--- src/rtl/voice_alloc_pkg.sv ---
// voice_alloc_pkg: shared widths and FSM/op encodings for the voice allocator
package voice_alloc_pkg;
    localparam int VOICE_AGE_W = 4;
    typedef enum logic [1:0] {IDLE = 2'd0, SCAN = 2'd1, COMMIT = 2'd2} state_t;
    typedef enum logic {OP_ON = 1'b0, OP_OFF = 1'b1} op_t;
endpackage

--- src/rtl/voice_alloc_slot.sv ---
// voice_slot: one voice holding note, enable and saturating age
module voice_slot
    import voice_alloc_pkg::*;
#(
    parameter int NOTE_W = 8,
    parameter int AGE_W  = VOICE_AGE_W
) (
    input  logic              i_clk,
    input  logic              i_rst,
    input  logic              i_load,
    input  logic              i_clear,
    input  logic              i_inc,
    input  logic [NOTE_W-1:0] i_note,
    output logic [NOTE_W-1:0] o_note,
    output logic              o_en,
    output logic [AGE_W-1:0]  o_age
);
    logic [NOTE_W-1:0] r_note;
    logic              r_en;
    logic [AGE_W-1:0]  r_age;

    always_ff @(posedge i_clk) begin
        if (i_rst) begin
            r_note <= '0;
            r_en   <= 1'b0;
            r_age  <= '0;
        end else if (i_load) begin
            r_note <= i_note;
            r_en   <= 1'b1;
            r_age  <= '0;
        end else begin
            if (i_clear) r_en <= 1'b0;
            if (i_inc && r_en && r_age != '1) r_age <= r_age + 1'b1;
        end
    end

    assign o_note = r_note;
    assign o_en   = r_en;
    assign o_age  = r_age;
endmodule

--- src/rtl/voice_alloc.sv ---
// voice_alloc: polyphonic voice allocator, scan FSM; VOICE_ALLOC_STEAL_EN enables oldest-voice stealing
module voice_alloc
    import voice_alloc_pkg::*;
#(
    parameter int VOICES = 8,
    parameter int NOTE_W = 8,
    parameter int AGE_W  = VOICE_AGE_W
) (
    input  logic                     clk_i,
    input  logic                     rst_i,
    input  logic [NOTE_W-1:0]        note_i,
    input  logic                     noteOnStrb_i,
    input  logic                     noteOffStrb_i,
    output logic [VOICES*NOTE_W-1:0] voiceNote_o,
    output logic [VOICES-1:0]        voiceEn_o,
    output logic [4:0]               activeCount_o,
    output logic                     busy_o,
    output logic                     drop_o
);
    localparam int IW = $clog2(VOICES);
`ifdef VOICE_ALLOC_STEAL_EN
    localparam bit STEAL = 1'b1;
`else
    localparam bit STEAL = 1'b0;
`endif

    state_t            r_state, w_state_nxt;
    op_t               r_op;
    logic [NOTE_W-1:0] r_note;
    logic [IW-1:0]     r_idx, r_match_idx, r_free_idx, r_old_idx, w_tgt;
    logic              r_match_vld, r_free_vld, r_drop;
    logic [AGE_W-1:0]  r_old_age;
    logic [4:0]        r_count, w_count;
    logic [VOICES-1:0] r_off_mask, w_en, w_load, w_clear, w_inc, w_en_nxt;
    logic [NOTE_W-1:0] w_note [VOICES];
    logic [AGE_W-1:0]  w_age [VOICES];
    logic              w_strb, w_commit, w_on_full, w_on_ok, w_drop;
    logic              w_cur_en, w_cur_eq;

    assign w_strb    = noteOnStrb_i | noteOffStrb_i;
    assign w_commit  = r_state == COMMIT;
    assign w_on_full = !r_match_vld && !r_free_vld;
    assign w_on_ok   = w_commit && r_op == OP_ON && (!w_on_full || STEAL);
    assign w_tgt     = r_match_vld ? r_match_idx : r_free_vld ? r_free_idx : r_old_idx;
    assign w_cur_en  = w_en[r_idx];
    assign w_cur_eq  = w_note[r_idx] == r_note;
    // A busy strobe, an OFF colliding with an ON, or a full ON without stealing is lost
    assign w_drop    = (r_state == IDLE) ? (noteOnStrb_i & noteOffStrb_i)
                     : (w_strb | (w_commit && r_op == OP_ON && w_on_full && !STEAL));

    always_comb begin
        w_state_nxt = IDLE;
        case (r_state)
            IDLE:    w_state_nxt = w_strb ? SCAN : IDLE;
            SCAN:    w_state_nxt = (r_idx == IW'(VOICES - 1)) ? COMMIT : SCAN;
            default: w_state_nxt = IDLE;
        endcase
    end

    always_ff @(posedge clk_i) begin
        if (rst_i) r_state <= IDLE;
        else       r_state <= w_state_nxt;
    end

    always_comb begin
        w_load   = '0;
        w_inc    = '0;
        w_clear  = '0;
        w_en_nxt = '0;
        w_count  = '0;
        for (int v = 0; v < VOICES; v++) begin
            w_load[v]   = w_on_ok && w_tgt == IW'(v);
            w_inc[v]    = w_on_ok && w_tgt != IW'(v);
            w_clear[v]  = w_commit && r_op == OP_OFF && r_off_mask[v];
            w_en_nxt[v] = (w_en[v] | w_load[v]) & ~w_clear[v];
            w_count     = w_count + 5'(w_en_nxt[v]);
        end
    end

    always_ff @(posedge clk_i) begin
        if (rst_i) begin
            r_op        <= OP_ON;
            r_note      <= '0;
            r_idx       <= '0;
            r_match_vld <= 1'b0;
            r_match_idx <= '0;
            r_free_vld  <= 1'b0;
            r_free_idx  <= '0;
            r_old_idx   <= '0;
            r_old_age   <= '0;
            r_off_mask  <= '0;
            r_count     <= '0;
            r_drop      <= 1'b0;
        end else begin
            r_drop <= w_drop;
            if (w_commit) r_count <= w_count;
            if (r_state == IDLE && w_strb) begin
                r_note      <= note_i;
                r_op        <= noteOnStrb_i ? OP_ON : OP_OFF;
                r_idx       <= '0;
                r_match_vld <= 1'b0;
                r_free_vld  <= 1'b0;
                r_old_idx   <= '0;
                r_old_age   <= '0;
                r_off_mask  <= '0;
            end
            if (r_state == SCAN) begin
                r_idx <= r_idx + 1'b1;
                if (w_cur_en && w_cur_eq) r_off_mask[r_idx] <= 1'b1;
                if (w_cur_en && w_cur_eq && !r_match_vld) begin
                    r_match_vld <= 1'b1;
                    r_match_idx <= r_idx;
                end
                if (!w_cur_en && !r_free_vld) begin
                    r_free_vld <= 1'b1;
                    r_free_idx <= r_idx;
                end
                // Strict compare keeps the lowest index on equal ages
                if (w_cur_en && w_age[r_idx] > r_old_age) begin
                    r_old_age <= w_age[r_idx];
                    r_old_idx <= r_idx;
                end
            end
        end
    end

    for (genvar v = 0; v < VOICES; v++) begin : g_slot
        voice_slot #(.NOTE_W(NOTE_W), .AGE_W(AGE_W)) u_slot (
            .i_clk   (clk_i),
            .i_rst   (rst_i),
            .i_load  (w_load[v]),
            .i_clear (w_clear[v]),
            .i_inc   (w_inc[v]),
            .i_note  (r_note),
            .o_note  (w_note[v]),
            .o_en    (w_en[v]),
            .o_age   (w_age[v])
        );
        assign voiceNote_o[v*NOTE_W +: NOTE_W] = w_note[v];
    end

    assign voiceEn_o     = w_en;
    assign activeCount_o = r_count;
    assign busy_o        = r_state != IDLE;
    assign drop_o        = r_drop;
endmodule

--- config.mk ---
export PLATFORM = sky130hd
export DESIGN_NAME = voice_alloc
export DESIGN_NICKNAME = d
export VERILOG_FILES = /design/src/rtl/voice_alloc_pkg.sv /design/src/rtl/voice_alloc_slot.sv /design/src/rtl/voice_alloc.sv
export SDC_FILE = /design/constraint.sdc
export NUM_CORES = 1
export LEC_CHECK = 0
export ABC_AREA = 1
export BUFFER_PORTS_ARGS = -buffer_cell sky130_fd_sc_hd__buf_4
export CORE_MARGIN = 2
export CORE_UTILIZATION = 29
export CTS_BUF_LIST = sky130_fd_sc_hd__clkbuf_4 sky130_fd_sc_hd__clkbuf_8 sky130_fd_sc_hd__clkbuf_16
export DETAILED_ROUTE_END_ITERATION = 12
export GPL_ROUTABILITY_DRIVEN = 0
export HOLD_SLACK_MARGIN = 0.06
export PLACE_DENSITY = 0.47
export SLEW_MARGIN = 20
export SYNTH_ARGS = -nofsm -noshare
export SYNTH_HDL_FRONTEND = slang
export SYNTH_SLANG_ARGS = --single-unit
--- constraint.sdc ---
create_clock -name clk_i -period 3.9 [get_ports clk_i]
set_input_delay 0.975 -clock clk_i [delete_from_list [all_inputs] [get_ports clk_i]]
set_output_delay 0.975 -clock clk_i [all_outputs]
set_load 0.005 [all_outputs]
After elaboration in Yosys (flattened, before gate mapping)
Index checks and enable logic that the tools add are counted. W data, S select, Z words.

Bits in registers: 147.

Magnitude comparators: 4. $add $sub $neg: 16. Reductions and logical operators: 78. Muxes and demuxes: 51. Eq/ne operators: 26. Bitwise gates (word level): 30.

Operator list (count): $logic_and A1 B1 Y1 (51); $mux W8 (6); $add A4 B1 Y4 const B (8); $ne A4 B4 Y1 const B (8); $mux W1 (27); $bmux W8 S3 (1); $mux W3 (7); $mux W4 (5); $reduce_bool A2 Y1 (10); $reduce_or A2 Y1 (8); $add A5 B1 Y5 (3); $eq A3 B3 Y1 const B (5); $bmux W4 S3 (1); $ne A3 B3 Y1 const B (4); $or A1 B1 Y1 (10); $and A1 B1 Y1 (9); $not A1 Y1 (9); $eq A8 B8 Y1 (1); $or A8 B8 Y8 (1); $eq A3 B2 Y1 const B (2); $ne A3 B2 Y1 const B (2); $add A4 B1 Y5 (1); $add A3 B1 Y4 (1); $ge A4 B4 Y1 const B (1); 20 further kinds (24).

Logic depth before layout (Yosys ltp)
Gate-level depths: netlist of the first run.

Depth after elaboration: 14. Mapped depth: 20.

By module
Synthesis of the first run repeated with hierarchy kept, for this count alone.

Cell total of the unflattened synthesis: 1221. Area, all modules: 8049.0 um^2.

By module, submodules not included: voice_slot (times used 8, cells an instance 72, area an instance 531.8 um^2); voice_alloc (times used 1, cells an instance 645, area an instance 3794.9 um^2).

Worst setup path after synthesis of the first run
OpenSTA, ideal clock, no wires.

Kind: reg2reg. From: reg r_state[1]. To: reg r_count[2], in the netlist activeCount_o[2]. Buffers on the path: 0. Slack: 125 ps. Stages on the path, launching flop included: 16. Arrival: 3705 ps. Required time: 3830 ps. Library setup time: 70 ps. Cell sequence: dfxtp_1 -> inv_1 -> nor2_2 -> inv_1 -> nor2_1 -> nand2_1 -> a21oi_1 -> fa_1 -> fa_1 -> inv_1 -> fa_1 -> ha_1 -> inv_1 -> fa_1 -> xor2_1 -> a21oi_1.

Cells in the longest elaborated chain, start to end: 13. Elaborated cells on any way between the ends: 51. Classes of those cells: add/sub: 7; eq/ne: 1; bitwise: 24; reduce/logical: 19.

Ends and longest elaborated chain: from (decl) (line voice_alloc.sv:27) `state_t r_state, w_state_nxt;`; from (signal assigned) (line voice_alloc.sv:62) `else r_state <= w_state_nxt;`; $eq A2 B2 Y1 (*) (line voice_alloc.sv:41) `assign w_commit = r_state == COMMIT;`; $logic_and A1 B1 Y1 (2 in series) (line voice_alloc.sv:43) `assign w_on_ok = w_commit && r_op == OP_ON && (!w_on_full || STEAL);`; $logic_and A1 B1 Y1 (line voice_alloc.sv:72) `w_load[v] = w_on_ok && w_tgt == IW'(v);`; $or A1 B1 Y1 (line voice_alloc.sv:75) `w_en_nxt[v] = (w_en[v] | w_load[v]) & ~w_clear[v];`; $and A1 B1 Y1 (line voice_alloc.sv:75); $add A1 B1 Y2 (line voice_alloc.sv:76) `w_count = w_count + 5'(w_en_nxt[v]);`; $add A2 B1 Y3 (line voice_alloc.sv:76); $add A3 B1 Y4 (line voice_alloc.sv:76); $add A4 B1 Y5 (line voice_alloc.sv:76); $add A5 B1 Y5 (3 in series) (line voice_alloc.sv:76); to (signal assigned) (line voice_alloc.sv:96) `if (w_commit) r_count <= w_count;`; to (decl) (line voice_alloc.sv:33) `logic [4:0] r_count, w_count;`.

Every way passes the cells marked *; elsewhere a longest branch is shown, timed or not. A chain may end at the register's enable or synchronous reset.

Final worst setup path of the first run
From: reg r_free_vld. To: reg r_count[2], in the netlist activeCount_o[2].

Cells in the longest elaborated chain, start to end: 14. Elaborated cells on any way between the ends: 45. Classes of those cells: add/sub: 7; eq/ne: 7; mux: 2; bitwise: 16; reduce/logical: 13.

Ends and longest elaborated chain: from (decl) (line voice_alloc.sv:31) `logic r_match_vld, r_free_vld, r_drop;`; from (signal assigned) (line voice_alloc.sv:87) `r_free_vld <= 1'b0;`; from (signal assigned) (line voice_alloc.sv:102) `r_free_vld <= 1'b0;`; from (signal assigned) (line voice_alloc.sv:115) `r_free_vld <= 1'b1;`; branches (longest 13 deep; another with $add A4 B1 Y5); $add A5 B1 Y5 (*) (line voice_alloc.sv:76).

Every way passes the cells marked *.

==> results of run 1 <==
layout by cell type (no fill, tap or decap), types with 3 or more instances in the layout:
master     synthesis  layout
buf_4             11     122
or2_2              5       5
nand3_1           40      40
inv_1            143     140
ha_1              17      16
o31ai_1            5       5
inv_8              0       3
nand2_1          210     210
o21bai_1           4       4
nand3_2            3       3
fa_1               4       4
nor2_1           109     105
nor2_2             6      10
nor2_4             3       3
nor3b_1            4       4
o21ai_1            5       5
dfxtp_1          146     143
o211ai_1           5       5
nand4_1           11      11
clkbuf_16          0      17
xor2_1             4       4
a211oi_1           7       7
a21oi_2            0       4
a21oi_1          120     116
nor3_1            15      15
o21ai_0          112     111
inv_2              5       8
inv_6              0       6
routing by layer:
layer,GRT usage (%),vias up
met5,0,-
met4,4.18,0
met3,4.10,18
met2,30.4,152
met1,25.0,3180
li1,-,3583
power by group through the flow:
stage               Sequential, mW  Combinational (mW)  Clock, mW
finish                        1.53               0.264       1.67
global route                  1.54               0.295       1.78
CTS                           1.53               0.265       1.70
detailed placement            1.57               0.263          0
global placement              1.57               0.265          0
floorplan                     1.55               0.191          0
state kept, by name, indices dropped and copies added (netlist names):
signal and flops:
g_slot.u_slot.o_note 64, g_slot.u_slot.o_age 32, g_slot.u_slot.o_en 8, r_note 8
r_off_mask 8, activeCount_o 4, r_old_age 4, r_free_idx 3
r_idx 3, r_match_idx 3, r_old_idx 3, r_state 2
drop_o 1, r_free_vld 1, r_match_vld 1, r_op 1
cell type report:
cell class	count	area, sq um	share of cell area [%]
Clock buffer	17	425	4.77
Clock inverter	15	163	1.82
Inverter	150	566	6.34
Multi-Input combinational cell	705	3520	39.5
Sequential cell	146	2930	32.8
Tap cell	324	405	4.54
Timing Repair Buffer	122	916	10.3
critical path, stage by stage, from the launching register on:
cell and delay, ns:
dfxtp_4 0.37, o211ai_1 0.21, o21ai_2 0.11, inv_1 0.08, nand2_1 0.05, inv_1 0.07
nand2_1 0.08, nor2_2 0.16, a21oi_2 0.07, fa_1 0.47, fa_1 0.54, inv_1 0.05
fa_1 0.54, ha_2 0.18, inv_1 0.05, fa_1 0.36, xor2_1 0.15, a21oi_1 0.13
through the flow:
step	power [mW]	utilization (%)
floorplan	1.74	-
global placement	1.83	33.9
detailed placement	1.83	33.9
CTS	3.50	36.3
global route	3.61	36.5
finish	3.47	36.5
what timing repair did:
| item | in CTS | in global routing |
|---|---|---|
| pin swaps | 0 | 2 |
| buffers inserted | 0 | 1 |
| endpoints found under the setup margin | 2 | 2 |
| hold buffers | 0 | 0 |
| resized for setup | 3 | 13 |
how the worst max path moves through the flow:
stage | from | endpoint | slack [ns] | cells after the start
after floorplan | r_state[1] | activeCount_o[2] | 0.13 | 15
after global routing | r_free_vld | activeCount_o[2] | 0.005 | 18
after detailed placement | r_free_vld | activeCount_o[2] | -0.06 | 18
final | r_free_vld | activeCount_o[2] | 0.17 | 17
after global placement | r_free_vld | activeCount_o[2] | -0.01 | 18
after CTS | r_match_vld | activeCount_o[2] | 0.05 | 17
logic make-up after synthesis:
group                    after synthesis  synth area share [%]
adder cells (fa/ha/maj)               21                  4.03
AO/OA/AOI/OAI                        267                  19.4
other                                  1                0.0516
AND/OR/NAND/NOR                      412                  24.1
buffers and inverters                203                  11.8
XOR/XNOR                               4                 0.482
flip-flops                           146                  40.2
==> impl_metrics.yaml, run 1 <==
timing:
  tightestPinTransition_ns: 0.641
  slew_headroom_pct: 57.2
  tns_ns: 0
  hold_slack_ns: 0.465
  hold_viol: 0
  skew_ns: 0.0154
  grt_setup_unrepaired: "false"
  period_share_pct: 95.5
  max_freq_mhz: 268
  final.min_clock_period_ns: 3.73
  final-max-slew-violation-count: 0
  setup_viol: 0
  fin_ws_ns: 0.175
global_route:
  grt_pass1_vias: 6456
  grtUsageTotal_pct: 18.5
  grt_overflow: 0
  grt_pass1_wl_um: 37100
  grt_max_degree: 39
  antenna_found_initial: 0
clock_tree:
  h-tree-depth: 4
  cts_tree: "done"
  cts_inserted_buffers: 17
  numClockSinks: 146
  clock_latency_ns: 0.44
  root_buffer: "clkbuf_16"
  cts_buffer_depth: 2
  cts.clk_slew.worst_paths_ns: 0.07
setup_path:
  r2r-start: "r_free_vld"
  cp-start-kind: "register"
  rrSetupSlack_ns: 0.17
  cp.arrival_ns: 4.09
  ff2ff_path_depth: 17
  worst_ep_required_time_ns: 4.27
  r2r_end: "activeCount_o[2]"
  path_max_fanout: 8
  end_kind: "register"
  critical_path_class: "register to register"
drt:
  dr.pass1.iters: 5
  viasPerCell: 4.69
  drt_iter0_markers: 590
  drc: 0
  vias: 6933
  dr_wl_met3_um: 1320
  wl_met1_um: 11200
  drtAntennaViolNets: 0
  routedWlPerCell_um: 16.2
  wl_met2_um: 11200
  drt-total-wl_um: 24000
  top_layer: "met4"
layout:
  antenna_cells: 0
  drive_above_1_share_pct: 16.9
  nNetsFinal: 1175
  fin_cells: 1479
  area_delta_synth_final_pct: 22.7
  nFillCells: 2646
  fin_area_sq_um: 8930
min_path:
  holdPathEnd: "r_free_idx[2]"
  hold_depth: 2
  min_path_type: "register to register"
  hold_start: "r_free_idx[2]"
floorplanning:
  initial_core_util_pct: 29.7
  die_h_um: 162
  pin_count: 91
  num_rows: 57
  die_width_um: 162
  die-area_sq_um: 26400
  fp.coreArea_sq_um: 24500
synthesis:
  yosys_most_used_dff: "dfxtp_1"
  synth_common_cells: "nand2_1, dfxtp_1, inv_1"
  netlist_instances: 1054
  synth_top_area_share_pct: 40.2
  synth.distinct_cells: 41
  synth_fp_nets: 1087
  ys_ff_latch: 146
  synth_edf_count: 0
  yosys_warnings: 0
  synth.largest_area_cell: "dfxtp_1"
  syn_area_per_cell_sq_um: 6.90
  async_reset_ff_share_pct: 0
  synth_most_common_cell: "nand2_1"
  synth-seq-area-share_pct: 40.2
  ys_top_cells_by_area: "dfxtp_1, nand2_1, a21oi_1, o21ai_0, inv_1"
  synth_area_sq_um: 7270
power_and_ir_drop:
  pwr-share-comb_pct: 7.6
  p_clk_share_pct: 48.1
  p_sw_share_pct: 28.1
  vdd_drop_max_mv: 0.242
  leakagePower_nw: 3.87
  power.density_nw_per_um2: 388
  p_seq_share_pct: 44.2
  p_int_mw: 2.49
  p_switching_mw: 0.973
placed_design:
  place_inst: 1446
  io_buffers: 89
  hpwl_um: 17200
  placed_cell_area_sq_um: 8290
  pre_cts_ws_ns: -0.0553
run_status:
  status: "finished clean"
flow_run:
  maxCapViolations: 0
No activity file was read; power rests on OpenSTA's default activity.
==> run 2, diff against run 1 <==
--- a/config.mk
+++ b/config.mk
@@ -13,8 +13,8 @@
 export DETAILED_ROUTE_END_ITERATION = 12
 export GPL_ROUTABILITY_DRIVEN = 0
 export HOLD_SLACK_MARGIN = 0.06
-export PLACE_DENSITY = 0.47
 export SLEW_MARGIN = 20
 export SYNTH_ARGS = -nofsm -noshare
 export SYNTH_HDL_FRONTEND = slang
 export SYNTH_SLANG_ARGS = --single-unit
+export TNS_END_PERCENT = 5
==> run 2 against run 1 <==
Via count rose by 1.2%. Final area rose by 0.13%. Critical path depth fell by 1. Maximum frequency rose by 1.8%. Clock-buffer cell count rose by 4. Global-route usage fell by 1.6 points. Non-clock buffer count fell by 3. Flip-flop and latch count did not move. Sequential share of layout area barely moved. Die area did not move. Highest routed layer unchanged.
==> impl_metrics.yaml, run 2 (same netlist as run 1, synthesis figures left out) <==
run_status:
  status: "finished clean"
setup_path:
  r2r-start: "r_free_vld"
  cp.arrival_ns: 4.01
  cp_slowest_cell: "fa_1"
  path_max_fanout: 6
  cp-start-kind: "register"
  r2r_end: "activeCount_o[2]"
  worst_ep_required_time_ns: 4.25
  critical_path_class: "register to register"
  end_kind: "register"
  crit_chain: "buf_2 -> o211ai_1 -> o21ai_2 -> inv_2 -> nand2_2 -> nor2_4 -> a21oi_2 -> fa_1 -> fa_1 -> inv_1 -> fa_1 -> ha_2 -> inv_1 -> fa_2 -> xor2_2 -> a21oi_1"
  critPathTopFamily: "adder cells"
  crit_buf_inv: 4
  rrSetupSlack_ns: 0.24
  path_common_cell: "fa_1"
  ff2ff_path_depth: 16
  critPathMaxStageDelay_ns: 0.53
clock_tree:
  clock_latency_ns: 0.42
  cts.hold.buffers_added: 0
  h-tree-depth: 4
  cts_inserted_buffers: 17
  cts.clk_slew.worst_paths_ns: 0.06
  root_buffer: "clkbuf_16"
  cts_buffer_depth: 2
  numClockSinks: 146
  cts_tree: "done"
timing:
  final.min_clock_period_ns: 3.66
  final-max-slew-violation-count: 0
  fin_ws_ns: 0.242
  period_share_pct: 93.8
  tightestPinTransition_ns: 0.774
  setup_viol: 0
  slew_headroom_pct: 48.4
  max_freq_mhz: 273
  tns_ns: 0
  grt_setup_unrepaired: "false"
  skew_ns: 0.00797
  hold_viol: 0
layout:
  layout_commonest_cell: "nand2_1"
  antenna_cells: 0
  fin_util_pct: 36.5
  nNetsFinal: 1172
  drive_above_1_share_pct: 17.1
  largest_reg_flops: 64
  fin_cells: 1476
  area_delta_synth_final_pct: 22.9
  layout_common_cells: "nand2_1, dfxtp_1, inv_1"
global_route:
  grtUsageTotal_pct: 16.9
  antenna_found_initial: 0
  grt_overflow: 0
  grt_pass1_wl_um: 34800
  grt_pass1_vias: 6404
  grt_max_degree: 35
drt:
  dr.pass1.iters: 5
  drt-total-wl_um: 22100
  drc: 0
  viasPerCell: 4.75
  routedWlPerCell_um: 15.0
  vias: 7016
  drt_iter0_markers: 656
  drtAntennaViolNets: 0
power_and_ir_drop:
  power.density_nw_per_um2: 384
  leakagePower_nw: 3.87
  vdd_drop_max_mv: 0.268
  total_power_mw: 3.43
floorplanning:
  pin_count: 91
  die-area_sq_um: 26400
  num_rows: 57
  die_width_um: 162
  die_h_um: 162
  fp.coreArea_sq_um: 24500
  initial_core_util_pct: 29.7
min_path:
  holdPathEnd: "r_state[0]"
  min_path_type: "register to register"
  hold_start: "r_state[1]"
  hold_depth: 1
placed_design:
  pre_cts_ws_ns: -0.0351
  place_inst: 1443
  hpwl_um: 16000
  io_buffers: 89
flow_run:
  maxCapViolations: 0
run 2: cell count changes in the layout (fill, tap and decap cells not counted), moves of 2 or more:
cell        change
inv_6           -4
nand2_2         +2
clkinvlp_4      +2
inv_8           -3
nor2_2          -2
nor2_4          +2
buf_4           -4
clkbuf_4        +2
nand2_1         -2
clkbuf_8        +2
run 2: how the worst max path moves through the flow:
| stage | slack [ns] | cells after the start | to | from |
|---|---|---|---|---|
| 3_3_place_gp | -0.02 | 18 | activeCount_o[2] | r_free_vld |
| 3_5_place_dp | -0.04 | 18 | activeCount_o[2] | r_free_vld |
| 6_report | 0.24 | 16 | activeCount_o[2] | r_free_vld |
| 4_1_cts | 0.02 | 18 | activeCount_o[2] | r_free_vld |
| 5_1_grt | 0.04 | 16 | activeCount_o[2] | r_free_vld |
| 2_1_floorplan | 0.13 | 15 | activeCount_o[2] | r_state[1] |
run 2: metal layers:
layer	share of wire, %	global-route usage, %	vias to the layer above
met5	0	0	-
met4	2.5	6.56	0
met3	6.0	3.79	35
met2	47	27.7	183
met1	45	21.7	3229
li1	-	-	3569
run 2: area by class of cell:
type,count,area (sq um)
clock buffers,21,468
repair buffers,119,891
clock inverters,11,128
flip-flops and latches,146,2930
fillers,2599,15500
well taps,324,405
multi-input cells,705,3550
inverters,150,566
run 2: repair_timing:
| action | 4_1_cts | 5_1_grt |
|---|---|---|
| endpoints found under the hold margin | 0 | 0 |
| resized for setup | 2 | 22 |
| buffers inserted | 0 | 1 |
| setup endpoints to repair | 1 | 2 |
| pin swaps | 0 | 5 |
run 2: where the power goes:
part           switching [mW]  internal (mW)
clock network           0.652          0.993
registers              0.0249           1.51
logic                   0.179         0.0770
total                   0.856           2.58
run 2: worst register-to-register path, cell delays in order (launching register included):
cell	delay, ns
dfxtp_4	0.36
buf_2	0.14
o211ai_1	0.18
o21ai_2	0.10
inv_2	0.11
nand2_2	0.09
nor2_4	0.12
a21oi_2	0.06
fa_1	0.50
fa_1	0.49
inv_1	0.05
fa_1	0.53
ha_2	0.18
inv_1	0.05
fa_2	0.34
xor2_2	0.15
a21oi_1	0.13
run 2: stage by stage:
stage,hold slack [ns],instance area [sq um]
2_1_floorplan,0.424,7270
3_3_place_gp,0.432,8270
3_5_place_dp,0.445,8270
4_1_cts,0.452,8870
5_1_grt,0.480,8940
6_report,0.454,8940
